==> src/rtl/rc4_key_search_fsm.sv <==
// Brute-force RC4 key-search sequencer: steps a 22-bit key counter across
// [BEGIN_SEARCH, END_SEARCH], launching one check per key and waiting for the verdict.
// Stops on the first valid key (FOUND) or once the range is exhausted (EXHAUSTED).
module rc4_key_search_fsm #(
  parameter logic [21:0] BEGIN_SEARCH = 22'd0,
  parameter logic [21:0] END_SEARCH   = 22'h3FFFFF
) (
  input  logic        clk,
  input  logic        rst,
  input  logic        Crack_Start,
  input  logic        Key_Valid,
  input  logic        Checker_Finish,
  output logic [23:0] Secret_Key,
  output logic        Check_Ack,
  output logic        Control_Start,
  output logic        Valid_Key_Found,
  output logic [1:0]  LEDR
);

  typedef enum logic [2:0] {
    IDLE      = 3'd0,
    START     = 3'd1,
    WAIT      = 3'd2,
    EVAL      = 3'd3,
    FOUND     = 3'd4,
    EXHAUSTED = 3'd5
  } state_t;

  state_t      state, state_next;
  logic [21:0] key_counter, key_next;
  logic        valid_cap, valid_next;
  logic        control_start_next, check_ack_next, found_next;
  logic [1:0]  ledr_next;

  // The counter is itself a register, so the presented key is glitch-free.
  assign Secret_Key = {2'b00, key_counter};

  // State, key counter, captured verdict and registered Moore outputs.
  always_ff @(posedge clk or negedge rst) begin
    if (!rst) begin
      state           <= IDLE;
      key_counter     <= BEGIN_SEARCH;
      valid_cap       <= 1'b0;
      Control_Start   <= 1'b0;
      Check_Ack       <= 1'b0;
      Valid_Key_Found <= 1'b0;
      LEDR            <= 2'b00;
    end else begin
      state           <= state_next;
      key_counter     <= key_next;
      valid_cap       <= valid_next;
      Control_Start   <= control_start_next;
      Check_Ack       <= check_ack_next;
      Valid_Key_Found <= found_next;
      LEDR            <= ledr_next;
    end
  end

  // Next-state logic; outputs are decoded from the next state so they land
  // in the register together with the state they describe.
  always_comb begin
    state_next = state;
    key_next   = key_counter;
    valid_next = valid_cap;
    case (state)
      IDLE:  if (Crack_Start) state_next = START;
      START: state_next = WAIT;
      WAIT: begin
        if (Checker_Finish) begin
          valid_next = Key_Valid;
          state_next = EVAL;
        end
      end
      EVAL: begin
        // A valid verdict takes priority, even on the last key of the range.
        // The >= compare also covers an inverted range (begin above end):
        // only the first key is tried, and the counter never wraps.
        if (valid_cap) begin
          state_next = FOUND;
        end else if (key_counter >= END_SEARCH) begin
          state_next = EXHAUSTED;
        end else begin
          key_next   = key_counter + 22'd1;
          state_next = START;
        end
      end
      FOUND:     state_next = FOUND;
      EXHAUSTED: state_next = EXHAUSTED;
      default:   state_next = IDLE;
    endcase

    control_start_next = (state_next == START);
    check_ack_next     = (state_next == EVAL);
    found_next         = (state_next == FOUND);
    ledr_next          = {state_next == EXHAUSTED, state_next == FOUND};
  end

endmodule

==> config.mk <==
export PLATFORM = sky130hd
export DESIGN_NAME = rc4_key_search_fsm
export DESIGN_NICKNAME = d
export VERILOG_FILES = /design/src/rtl/rc4_key_search_fsm.sv
export SDC_FILE = /design/constraint.sdc
export NUM_CORES = 1
export LEC_CHECK = 0
export ABC_AREA = 1
export BUFFER_PORTS_ARGS = -buffer_cell sky130_fd_sc_hd__buf_2
export CAP_MARGIN = 20
export CORE_MARGIN = 2
export CORE_UTILIZATION = 30
export CTS_CLUSTER_SIZE = 28
export DETAILED_ROUTE_END_ITERATION = 10
export PLACE_DENSITY = 0.47
export SYNTH_ARGS = -nofsm -noshare
export SYNTH_HDL_FRONTEND = slang
export SYNTH_SLANG_ARGS = --single-unit
==> constraint.sdc <==
create_clock -name clk -period 1.62 [get_ports clk]
set_input_delay 0.162 -clock clk [delete_from_list [all_inputs] [get_ports clk]]
set_output_delay 0.162 -clock clk [all_outputs]
set_load 0.02 [all_outputs]
== Word level (Yosys, flattened, before mapping) ==
Index checks and enable logic that the tools add are counted.
Word-level totals
  bits of input ports: 5
  word-level logic and storage cells: 28
  flip-flop bits (word level): 31
Cells by class
  mux-type cells: 5
  bitwise operators: 2
  equality and inequality tests: 9
  add/sub/neg operators: 1
  reductions and logical operators: 3
  $lt $le $gt $ge: 1
Operators with widths (count)
  $add 22x1->22 const B: 1
  $ge 22x22->1 const B: 1
  $pmux 3 s6: 1
  $eq 3x3->1 const B: 4
  $mux 3: 4
  $eq 3x2->1 const B: 3
  $eq 3x1->1 const B: 2
  $logic_not 3->1: 1
  $reduce_and 3->1: 1
  $not 1->1: 2
  $reduce_and 2->1: 1

== Longest topological paths before layout ==
Gate-level depths: netlist of run 1.
  word-level depth: 5
  gate-level depth with buffers: 11
  depth with buffers taken out: 10

== Worst setup path after synthesis of run 1 ==
OpenSTA, ideal clock, no wires.
  path kind: reg-to-reg
  from: reg key_counter[0]
  to: reg key_counter[11]
  arrival: 1.625 ns
  path slack: -0.122 ns
  stages on the path, launching flop included: 12
  buffers on the path: 1
  cells stage by stage: dfrtp_1 > ha_1 > inv_2 > nor2_4 > nand2_2 > nor2_4 > nand2_4 > nand2_8 > inv_4 > buf_6 > nand2_1 > nand2_1
On the way
  cells in the longest elaborated chain, start to end: 3
  elaborated cells on any way between the ends: 4
  those cells by class: add/sub: 1; order compare: 1; bitwise: 1; reduce/logical: 1
RTL lines
  start, declared: RTL line 30  | logic [21:0] key_counter, key_next;
  start signal, assigned: RTL line 50  | key_counter <= key_next;
  $ge 22x22->1: RTL line 80  | end else if (key_counter >= END_SEARCH) begin
  $not 1->1 (no line)
  $reduce_and 3->1 (no line)
Several ways; a longest one is shown, not always the timed one.
A chain may end at the register's enable or synchronous reset.

== Worst setup path after layout of run 1 ==
  from: reg key_counter[0]
  to: reg key_counter[15]
Same word-level chain as after synthesis.

==> impl_metrics.py, run 1 <==
metrics = {
    "logic_synthesis": {
        "synth_common_cells": "nand2_1 (107), nor2_1 (32), dfrtp_1 (30)",
        "ys_seq_area_share_pct": 43.9,
        "synth_edf_count": 0,
        "synth_seq_cells": 30,
        "synth.most_common_cell": "nand2_1",
        "async_reset_ff_share_pct": 100,
        "yosys_warnings": 0,
        "yosysTopAreaCellShare_pct": 43.9,
        "syn_avg_cell_area_um2": 7.44,
        "synth_cell_types": 25,
        "yosys.area.top_type": "dfrtp_1",
        "synth_cells": 230,
        "synth.area.top_cells": "dfrtp_1 (44%), nand2_1 (23%), nor2_1 (7.0%)",
        "synth_area_um2": 1710,
        "synth_top_flop_cell": "dfrtp_1",
    },
    "global_route": {
        "grt_pass1_vias": 1472,
        "grt_max_degree": 17,
        "antenna_found_initial": 0,
        "grtUsageTotal_pct": 14.5,
        "grt.overflow.total": 0,
        "grt_pass1_wl_um": 7090,
    },
    "detailed_routing": {
        "wl_per_cell_um": 11.4,
        "ant_nets": 0,
        "dr.pass1.iters": 4,
        "drc": 0,
        "vias_per_cell": 4.24,
        "vias": 1527,
        "wirelength_um": 4110,
        "drt_iter0_drc": 65,
    },
    "sta": {
        "clock_skew_ps": 9.87,
        "finalSetupViolCount": 0,
        "setup_tns_ps": 0,
        "rsz0062_at_grt": "no",
        "period_share_pct": 92.8,
        "hold_viol": 0,
        "whs_ps": 87.2,
        "max_freq_mhz": 665,
        "fin_crit_ps": 1500,
        "slew_viol_final": 0,
    },
    "critical_path": {
        "crit_type": "flop to flop",
        "cp.required_ps": 1840,
        "cp_common_cell": "nand2_1",
        "crit_slowest_cell": "dfrtp_2",
        "cp.arrival_ps": 1720,
        "end_kind": "flop",
        "rrSetupSlack_ps": 120,
        "critPathMaxFanout": 5,
        "crit_chain": "buf_4 > nand3_1 > inv_1 > nand2_1 > nor2_1 > xor2_1 > nand2_1 > nand2_1",
        "slowest_delay_ps": 390,
        "crit_path_start_kind": "flop",
    },
    "floorplan": {
        "core_region_area_um2": 5510,
        "core.rowCount": 27,
        "die_height_um": 79.5,
        "start_util_pct": 31.1,
        "dieArea_um2": 6330,
        "dieWidth_um": 79.5,
        "io_pins": 34,
    },
    "worst_hold_path": {
        "min_path_type": "input pin to flop",
    },
    "cts": {
        "cts-root-buf": "clkbuf_8",
        "cts_tree": "done",
        "ctsLongestPathBuffers": 2,
        "clkLatencyLatePin_ps": 280,
        "clock_sinks": 30,
        "numCtsBuffers": 5,
        "h-tree-depth": 2,
        "clk_pin_slew_ps": 70,
    },
    "power": {
        "power.leakage_nw": 1.16,
        "pwr_density_cell_nw_per_um2": 1140,
        "vdd_ir_drop_max_uv": 581,
        "p_total_mw": 2.53,
    },
    "status": {
        "status": "completed",
    },
    "final_layout": {
        "fin_area_um2": 2220,
        "nets": 293,
        "layoutNonFillerInstCount": 360,
        "areaGrowthSynthToFinish_pct": 29.7,
        "drive_above_1_share_pct": 25.7,
        "diodes": 0,
    },
    "place": {
        "io_buffers": 31,
        "placed_cell_area_um2": 2070,
        "hpwlAfterDp_um": 3220,
        "globalplace.congestion": 0.819,
        "place_inst": 347,
    },
    "run": {
        "cap_violations": 0,
    },
}
[final timing paths]
check,start,cells after the start,endpoint
worst max-delay path,key_counter[0],8,key_counter[15]
worst min-delay path,Key_Valid,3,valid_cap
worst max register to register,key_counter[0],8,key_counter[15]
worst min register to register,key_counter[1],2,key_counter[1]
max in group asynchronous,rst,3,key_counter[5]
min in group asynchronous,rst,2,key_counter[3]
[what timing repair did]
item                                    CTS  global route
hold buffers                              1             0
endpoints found under the hold margin     9             0
endpoints found under the setup margin    0            22
buffers inserted                          0             4
gates resized for setup                   0             1
[stage by stage]
step	util [%]	setup slack (ps)
after detailed placement	37.7	44.9
after floorplan	-	48.9
after global routing	40.3	5.31
after global placement	37.7	58.5
after CTS	39.5	28.3
final	40.3	117
[kinds of logic after synthesis]
family          count (synthesis)  synth area share, %
other cells                     1                0.219
xor+xnor                       16                 8.19
compound gates                  8                 2.41
simple gates                  157                 38.7
flops                          30                 43.9
fa+ha+maj                       1                0.731
buf+inv                        17                 5.85
[sequential cells by signal (all words and copies together), names as in the netlist]
| register | count |
|---|---|
| Check_Ack | 1 |
| Control_Start | 1 |
| LEDR | 2 |
| key_counter | 22 |
| state | 3 |
| valid_cap | 1 |
[critical path, delay by kind of cell, from the launching register on]
kind	cells	cell delay, ps
and+or+nand+nor	5	570
DFF	1	390
buffers and inverters	2	320
xor gates and xnor gates	1	160
[area by class of cell]
class                      instances  area (um^2)
tap                               72         90.1
fill                             593         3290
inverter                          11         43.8
clock inverter                     1         5.00
clock buffer                       7         86.3
multi-input combinational        184          877
sequential                        30          754
timing repair buffer              55          363
[cell usage in the layout (no fill, tap or decap), drive strengths merged]
master       count
nand3            4
clkinv           1
nor3             1
nand3b           5
nand4            1
dfrtp           30
inv             11
a31oi            1
conb             2
clkbuf           7
a21oi            2
o21ai            5
xor2             8
xnor2            8
buf             54
dlygate4sd3      1
nand2          111
nor2            35
ha               1
[where the power goes]
group	internal [mW]	switching (mW)	total, mW	leakage (nW)
Combinational	0.363	0.551	0.914	0.709
Sequential	0.881	0.106	0.987	0.403
Clock	0.342	0.287	0.629	0.0482
[routing by layer]
metal	up-vias	share of wire, %	global-route usage [%]
met5	-	0	0
met1	679	49	19.5
met3	7	4.3	3.39
met4	0	1.3	5.17
li1	811	-	-
met2	30	46	22.7
Power figures use the tool's default switching activity.
==> inputs of run 2 (changes only) <==
--- a/config.mk
+++ b/config.mk
@@ -5,7 +5,6 @@
 export SDC_FILE = /design/constraint.sdc
 export NUM_CORES = 1
 export LEC_CHECK = 0
-export ABC_AREA = 1
 export BUFFER_PORTS_ARGS = -buffer_cell sky130_fd_sc_hd__buf_2
 export CAP_MARGIN = 20
 export CORE_MARGIN = 2
==> constraint.sdc (replaced) <==
create_clock -name clk -period 1.55 [get_ports clk]
set_input_delay 0.155 -clock clk [delete_from_list [all_inputs] [get_ports clk]]
set_output_delay 0.155 -clock clk [all_outputs]
set_load 0.02 [all_outputs]
==> impl_metrics.py, run 2 <==
metrics = {
    "status": {
        "status": "finished, violations left",
        "violations": "negative setup slack",
    },
    "critical_path": {
        "crit_chain": "nand4_4 > or4_4 > o211ai_4 > nor2_1 > xor2_1",
        "reg2reg_depth": 5,
        "crit_type": "flop to flop",
        "crit_slowest_cell": "or4_4",
        "critPathMaxFanout": 5,
        "r2r-end": "key_counter[13]",
        "cp.arrival_ps": 1830,
        "reg2reg_from": "key_counter[11]",
        "slowest_delay_ps": 560,
        "cp-startpoint": "key_counter[11]",
        "rrSetupSlack_ps": -120,
        "cp.required_ps": 1710,
        "crit_path_start_kind": "flop",
        "end_kind": "flop",
    },
    "global_route": {
        "grtUsageTotal_pct": 15.1,
        "grt_pass1_wl_um": 6290,
        "grt_max_degree": 31,
        "grt.overflow.total": 0,
        "antenna_found_initial": 0,
        "grt_pass1_vias": 1346,
    },
    "final_layout": {
        "mostFrequentLayoutCells": "buf_4 (48), buf_2 (31), dfrtp_1 (23)",
        "largest_register": "key_counter",
        "areaGrowthSynthToFinish_pct": 64.5,
        "nets": 232,
        "diodes": 0,
        "drive_above_1_share_pct": 59.5,
        "utilization_pct": 51.3,
        "register_area_um2": 759,
        "largest_reg_flops": 22,
        "multi_input_area_um2": 876,
        "final_common_cell": "buf_4",
        "layout_top_registers": "key_counter: 22 flops, state: 3 flops, LEDR: 2 flops",
        "fill_cells": 442,
    },
    "cts": {
        "cts-root-buf": "clkbuf_8",
        "clock_sinks": 30,
        "ctsLongestPathBuffers": 2,
        "numCtsBuffers": 5,
        "clk_pin_slew_ps": 70,
        "clkLatencyLatePin_ps": 280,
        "cts_tree": "done",
        "h-tree-depth": 2,
    },
    "floorplan": {
        "core.rowCount": 25,
        "core_region_area_um2": 4720,
        "dieArea_um2": 5480,
        "die_height_um": 74.0,
        "start_util_pct": 31.2,
        "io_pins": 34,
        "dieWidth_um": 74.0,
    },
    "power": {
        "clock_power_share_pct": 27.2,
        "seqPwrFrac_pct": 35.8,
        "switchingPower_mw": 0.959,
        "intPower_mw": 1.90,
        "switching_share_pct": 33.6,
        "vdd_ir_drop_max_uv": 784,
        "power.leakage_nw": 1.24,
        "pwr_density_cell_nw_per_um2": 1180,
        "combPwrFrac_pct": 37.1,
    },
    "detailed_routing": {
        "wirelength_um": 3780,
        "dr.pass1.iters": 4,
        "ant_nets": 0,
        "vias": 1331,
        "drt_iter0_drc": 26,
        "drc": 0,
        "wl_per_cell_um": 12.9,
        "vias_per_cell": 4.53,
    },
    "worst_hold_path": {
        "min_path_type": "input pin to flop",
        "hold_start": "Key_Valid",
        "whs_endpoint": "valid_cap",
        "worstHoldPathCells": 2,
    },
    "sta": {
        "setup_tns_ps": -842,
        "rsz0062_at_grt": "yes",
        "finalSetupViolCount": 15,
        "fin_crit_ps": 1670,
        "slew_viol_final": 0,
        "period_share_pct": 108,
        "slew_headroom_pct": 53.5,
        "tightest_slew_ps": 698,
        "hold_viol": 0,
        "max_freq_mhz": 599,
        "clock_skew_ps": 4.71,
        "fin_ws_ps": -120,
    },
    "logic_synthesis": {
        "syn_avg_cell_area_um2": 10.4,
        "ys_seq_area_share_pct": 51.0,
        "synth_area_um2": 1470,
        "synth_edf_count": 0,
        "synth.most_common_cell": "dfrtp_1",
        "yosys.area.top_type": "dfrtp_1",
        "synth_cell_types": 36,
        "yosysTopAreaCellShare_pct": 51.0,
        "yosys_warnings": 0,
        "synth_seq_cells": 30,
        "synth_common_cells": "dfrtp_1 (30), xnor2_1 (15), nor2_1 (12)",
        "async_reset_ff_share_pct": 100,
        "synth_cells": 141,
        "synth.area.top_cells": "dfrtp_1 (51%), xnor2_1 (8.9%), nand4_1 (3.4%)",
        "synth_top_flop_cell": "dfrtp_1",
    },
    "place": {
        "dp_slack_ps": -128,
        "hpwlAfterDp_um": 2770,
        "globalplace.congestion": 0.843,
        "io_buffers": 31,
    },
    "run": {
        "cap_violations": 0,
    },
}
## run 2: cell count changes after synthesis, moves of 4 or more
cell,previous run,this run
nand4_1,1,8
nand3b_1,5,1
xnor2_1,8,15
nand2_1,107,10
and3_1,0,4
nor2_1,32,12
nand3_1,4,9
## run 2: worst max-delay path, delay by kind of cell, from the launching register on
| kind | cells | cell delay, ps |
|---|---|---|
| AOI/OAI and AO/OA | 1 | 220 |
| xor gates and xnor gates | 1 | 150 |
| and+or+nand+nor | 3 | 800 |
| DFF | 1 | 380 |
## run 2: cell families (layout without fill, tap and decap cells)
logic type / count (synthesis) / in the layout / synth area share, %
multiplexers: 4 / 4 / 2.98
AO/OA/AOI/OAI: 10 / 10 / 4.51
adder cells (fa/ha/maj): 1 / 1 / 0.850
XOR/XNOR: 20 / 20 / 11.9
flip-flops: 30 / 30 / 51.0
buffers and inverters: 13 / 98 / 4.34
AND/OR/NAND/NOR: 62 / 62 / 24.1
other: 1 / 2 / 0.255
## run 2: timing repair
action,in CTS,in global routing
hold buffers,1,0
pin swaps,5,18
hold endpoints to repair,30,0
setup buffers,6,4
endpoints found under the setup margin,18,25
resized for setup,4,31
## run 2: per-stage QoR
| step | std cells | area (um^2) | total power, mW | hold WS [ps] |
|---|---|---|---|---|
| finish | 294 | 2420 | 2.86 | 116 |
| global route | 294 | 2420 | 3.02 | 110 |
| CTS | 291 | 2240 | 2.76 | 106 |
| detailed placement | 276 | 2060 | 1.96 | 245 |
| global placement | 276 | 2060 | 1.94 | 233 |
| floorplan | 142 | 1540 | 1.59 | -141 |
## run 2: layout make-up
cell class / count / area share (%)
multi-input cells: 99 / 36.2
clock buffers: 5 / 2.84
flip-flops and latches: 30 / 31.4
inverters: 6 / 0.930
clock inverters: 3 / 1.65
well taps: 67 / 3.46
repair buffers: 84 / 23.6
## run 2: power groups by stage
stage	registers, mW	clock network [mW]	logic [mW]
2_1_floorplan	1.18	0	0.412
4_1_cts	1.02	0.796	0.946
6_report	1.02	0.775	1.06
3_5_place_dp	1.04	0	0.923
3_3_place_gp	1.02	0	0.914
5_1_grt	1.04	0.833	1.16
## run 2: worst max-delay path by stage
stage,depth (start not counted),end,slack (ps)
after CTS,6,key_counter[10],-110
after global placement,7,key_counter[21],-90
after floorplan,5,key_counter[19],-170
after detailed placement,6,key_counter[10],-130
final,5,key_counter[13],-120
after global routing,5,key_counter[13],-190
## run 2: per-layer routing
layer / track usage [%] / wire (um) / up-vias
met5: 0 / 0 / -
met2: 24.5 / 1840 / 26
met4: 4.85 / 36 / 0
met3: 4.61 / 149 / 4
met1: 19.4 / 1750 / 648
li1: - / - / 653
==> inputs of run 3 (changes only) <==
==> config.mk (replaced) <==
export PLATFORM = sky130hd
export DESIGN_NAME = rc4_key_search_fsm
export DESIGN_NICKNAME = d
export VERILOG_FILES = /design/src/rtl/rc4_key_search_fsm.sv
export SDC_FILE = /design/constraint.sdc
export NUM_CORES = 1
export LEC_CHECK = 0
export CAP_MARGIN = 20
export CORE_ASPECT_RATIO = 1.5
export CORE_MARGIN = 2
export CORE_UTILIZATION = 30
export CTS_CLUSTER_SIZE = 28
export DETAILED_ROUTE_END_ITERATION = 10
export DONT_BUFFER_PORTS = 1
export GPL_ROUTABILITY_DRIVEN = 0
export PLACE_DENSITY = 0.41
export SYNTH_ARGS = -nofsm -noshare
export SYNTH_HDL_FRONTEND = slang
export SYNTH_SLANG_ARGS = --single-unit
==> impl_metrics.py, run 3 (synthesized netlist as in run 2, its figures left out) <==
metrics = {
    "power": {
        "combPwrFrac_pct": 34.2,
        "power.leakage_nw": 1.10,
        "switchingPower_mw": 0.934,
        "seqPwrFrac_pct": 41.0,
        "intPower_mw": 1.72,
        "switching_share_pct": 35.1,
        "p_total_mw": 2.66,
        "clock_power_share_pct": 24.8,
        "vdd_ir_drop_max_uv": 679,
        "pwr_density_cell_nw_per_um2": 1140,
    },
    "final_layout": {
        "fin_area_um2": 2340,
        "largest_register": "key_counter",
        "final_common_cell": "buf_4",
        "drive_above_1_share_pct": 55.6,
        "mostFrequentLayoutCells": "buf_4 (52), dfrtp_1 (23), xnor2_1 (11), nand4_1 (8)",
        "layout_top_registers": "key_counter: 22 flops, state: 3 flops, LEDR: 2 flops",
        "largest_reg_flops": 22,
        "fill_cells": 456,
        "utilization_pct": 49.1,
        "multi_input_area_um2": 876,
        "diodes": 0,
        "nets": 210,
        "areaGrowthSynthToFinish_pct": 59.1,
        "register_area_um2": 759,
    },
    "cts": {
        "cts_tree": "done",
        "clk_pin_slew_ps": 60,
        "clock_sinks": 30,
        "h-tree-depth": 2,
        "ctsLongestPathBuffers": 2,
        "cts-root-buf": "clkbuf_8",
        "clkLatencyLatePin_ps": 280,
        "numCtsBuffers": 5,
    },
    "detailed_routing": {
        "drc": 0,
        "wirelength_um": 3880,
        "drt_iter0_drc": 57,
        "vias": 1271,
        "ant_nets": 0,
        "dr.pass1.iters": 4,
        "vias_per_cell": 4.69,
        "wl_per_cell_um": 14.3,
    },
    "sta": {
        "finalSetupViolCount": 15,
        "period_share_pct": 111,
        "clock_skew_ps": 9.31,
        "max_freq_mhz": 583,
        "rsz0062_at_grt": "yes",
        "fin_crit_ps": 1720,
        "hold_viol": 0,
        "whs_ps": 25.0,
        "slew_viol_final": 0,
        "fin_ws_ps": -166,
    },
    "floorplan": {
        "dieArea_um2": 5490,
        "io_pins": 34,
        "core.rowCount": 31,
        "dieWidth_um": 61.2,
        "start_util_pct": 30.8,
        "die_height_um": 89.8,
        "core_region_area_um2": 4770,
    },
    "critical_path": {
        "cp.required_ps": 1710,
        "slowest_delay_ps": 560,
        "reg2reg_depth": 5,
        "crit_slowest_cell": "or4_4",
        "crit_type": "flop to flop",
        "critPathMaxFanout": 5,
        "critical-path-top-delay-family": "simple AND/OR/NAND/NOR gates",
        "crit_buf_inv": 0,
        "cp.arrival_ps": 1880,
        "crit_chain": "nand4_4 > or4_4 > o211ai_4 > nor2_1 > xor2_1",
        "cp.depth": 5,
        "end_kind": "flop",
        "crit_path_start_kind": "flop",
    },
    "status": {
        "violations": "negative setup slack",
        "status": "finished, violations left",
    },
    "global_route": {
        "grtUsageTotal_pct": 15.4,
        "grt_max_degree": 31,
        "grt_pass1_vias": 1371,
        "antenna_found_initial": 0,
        "grt_pass1_wl_um": 6300,
        "grt.overflow.total": 0,
    },
    "run": {
        "cap_violations": 0,
    },
    "place": {
        "hpwlAfterDp_um": 2760,
        "io_buffers": 0,
        "placed_cell_area_um2": 1960,
    },
    "worst_hold_path": {
        "worstHoldPathCells": 1,
        "min_path_type": "input pin to flop",
    },
}
## run 3: layer usage
layer  share of wire (%)  GRT usage (%)  vias up
li1                    -              -      613
met1                  38           16.2      628
met2                  56           27.8       24
met3                 4.4           3.74        6
met4                 1.8           5.98        0
met5                   0              0        -
## run 3: power groups by stage
stage,Sequential (mW),Clock [mW],Combinational [mW]
after detailed placement,1.10,0,0.778
after floorplan,1.18,0,0.412
after global routing,1.11,0.709,1.00
final,1.09,0.659,0.910
after CTS,1.09,0.666,0.831
after global placement,1.09,0,0.765
## run 3: path summary, 6_finish.rpt
| kind | end | startpoint | slack, ps |
|---|---|---|---|
| max | key_counter[19] | key_counter[11] | -170 |
| min | valid_cap | Key_Valid | 20 |
| max reg2reg | key_counter[19] | key_counter[11] | -170 |
| min reg2reg | key_counter[10] | key_counter[10] | 600 |
| max in group asynchronous | key_counter[11] | rst | 1050 |
| min in group asynchronous | key_counter[14] | rst | 310 |
## run 3: worst reg2reg max path: stages, from the launching register on
cell and delay (ps):
dfrtp_2 380, nand4_4 140, or4_4 560, o211ai_4 290, nor2_1 80, xor2_1 140
## run 3: final cells by class
class	count	area share [%]
clock buffers	7	3.69
clock inverters	1	0.214
inverters	6	0.962
multi-input cells	99	37.4
flip-flops and latches	30	32.4
well taps	66	3.53
repair buffers	62	21.8
## run 3: repair_timing
action,CTS,global route
gates resized for setup,10,31
pin swaps,15,18
gates cloned,0,0
hold buffers,3,0
endpoints found under the hold margin,31,0
setup buffers,10,3
setup endpoints to repair,24,25
## run 3: per-stage QoR
| stage | setup WS, ps | setup TNS, ps | instances |
|---|---|---|---|
| finish | -166 | -1350 | 271 |
| floorplan | -165 | -1450 | 142 |
| global route | -241 | -3390 | 271 |
| CTS | -155 | -1180 | 270 |
| global placement | -165 | -1560 | 251 |
| detailed placement | -143 | -1490 | 251 |
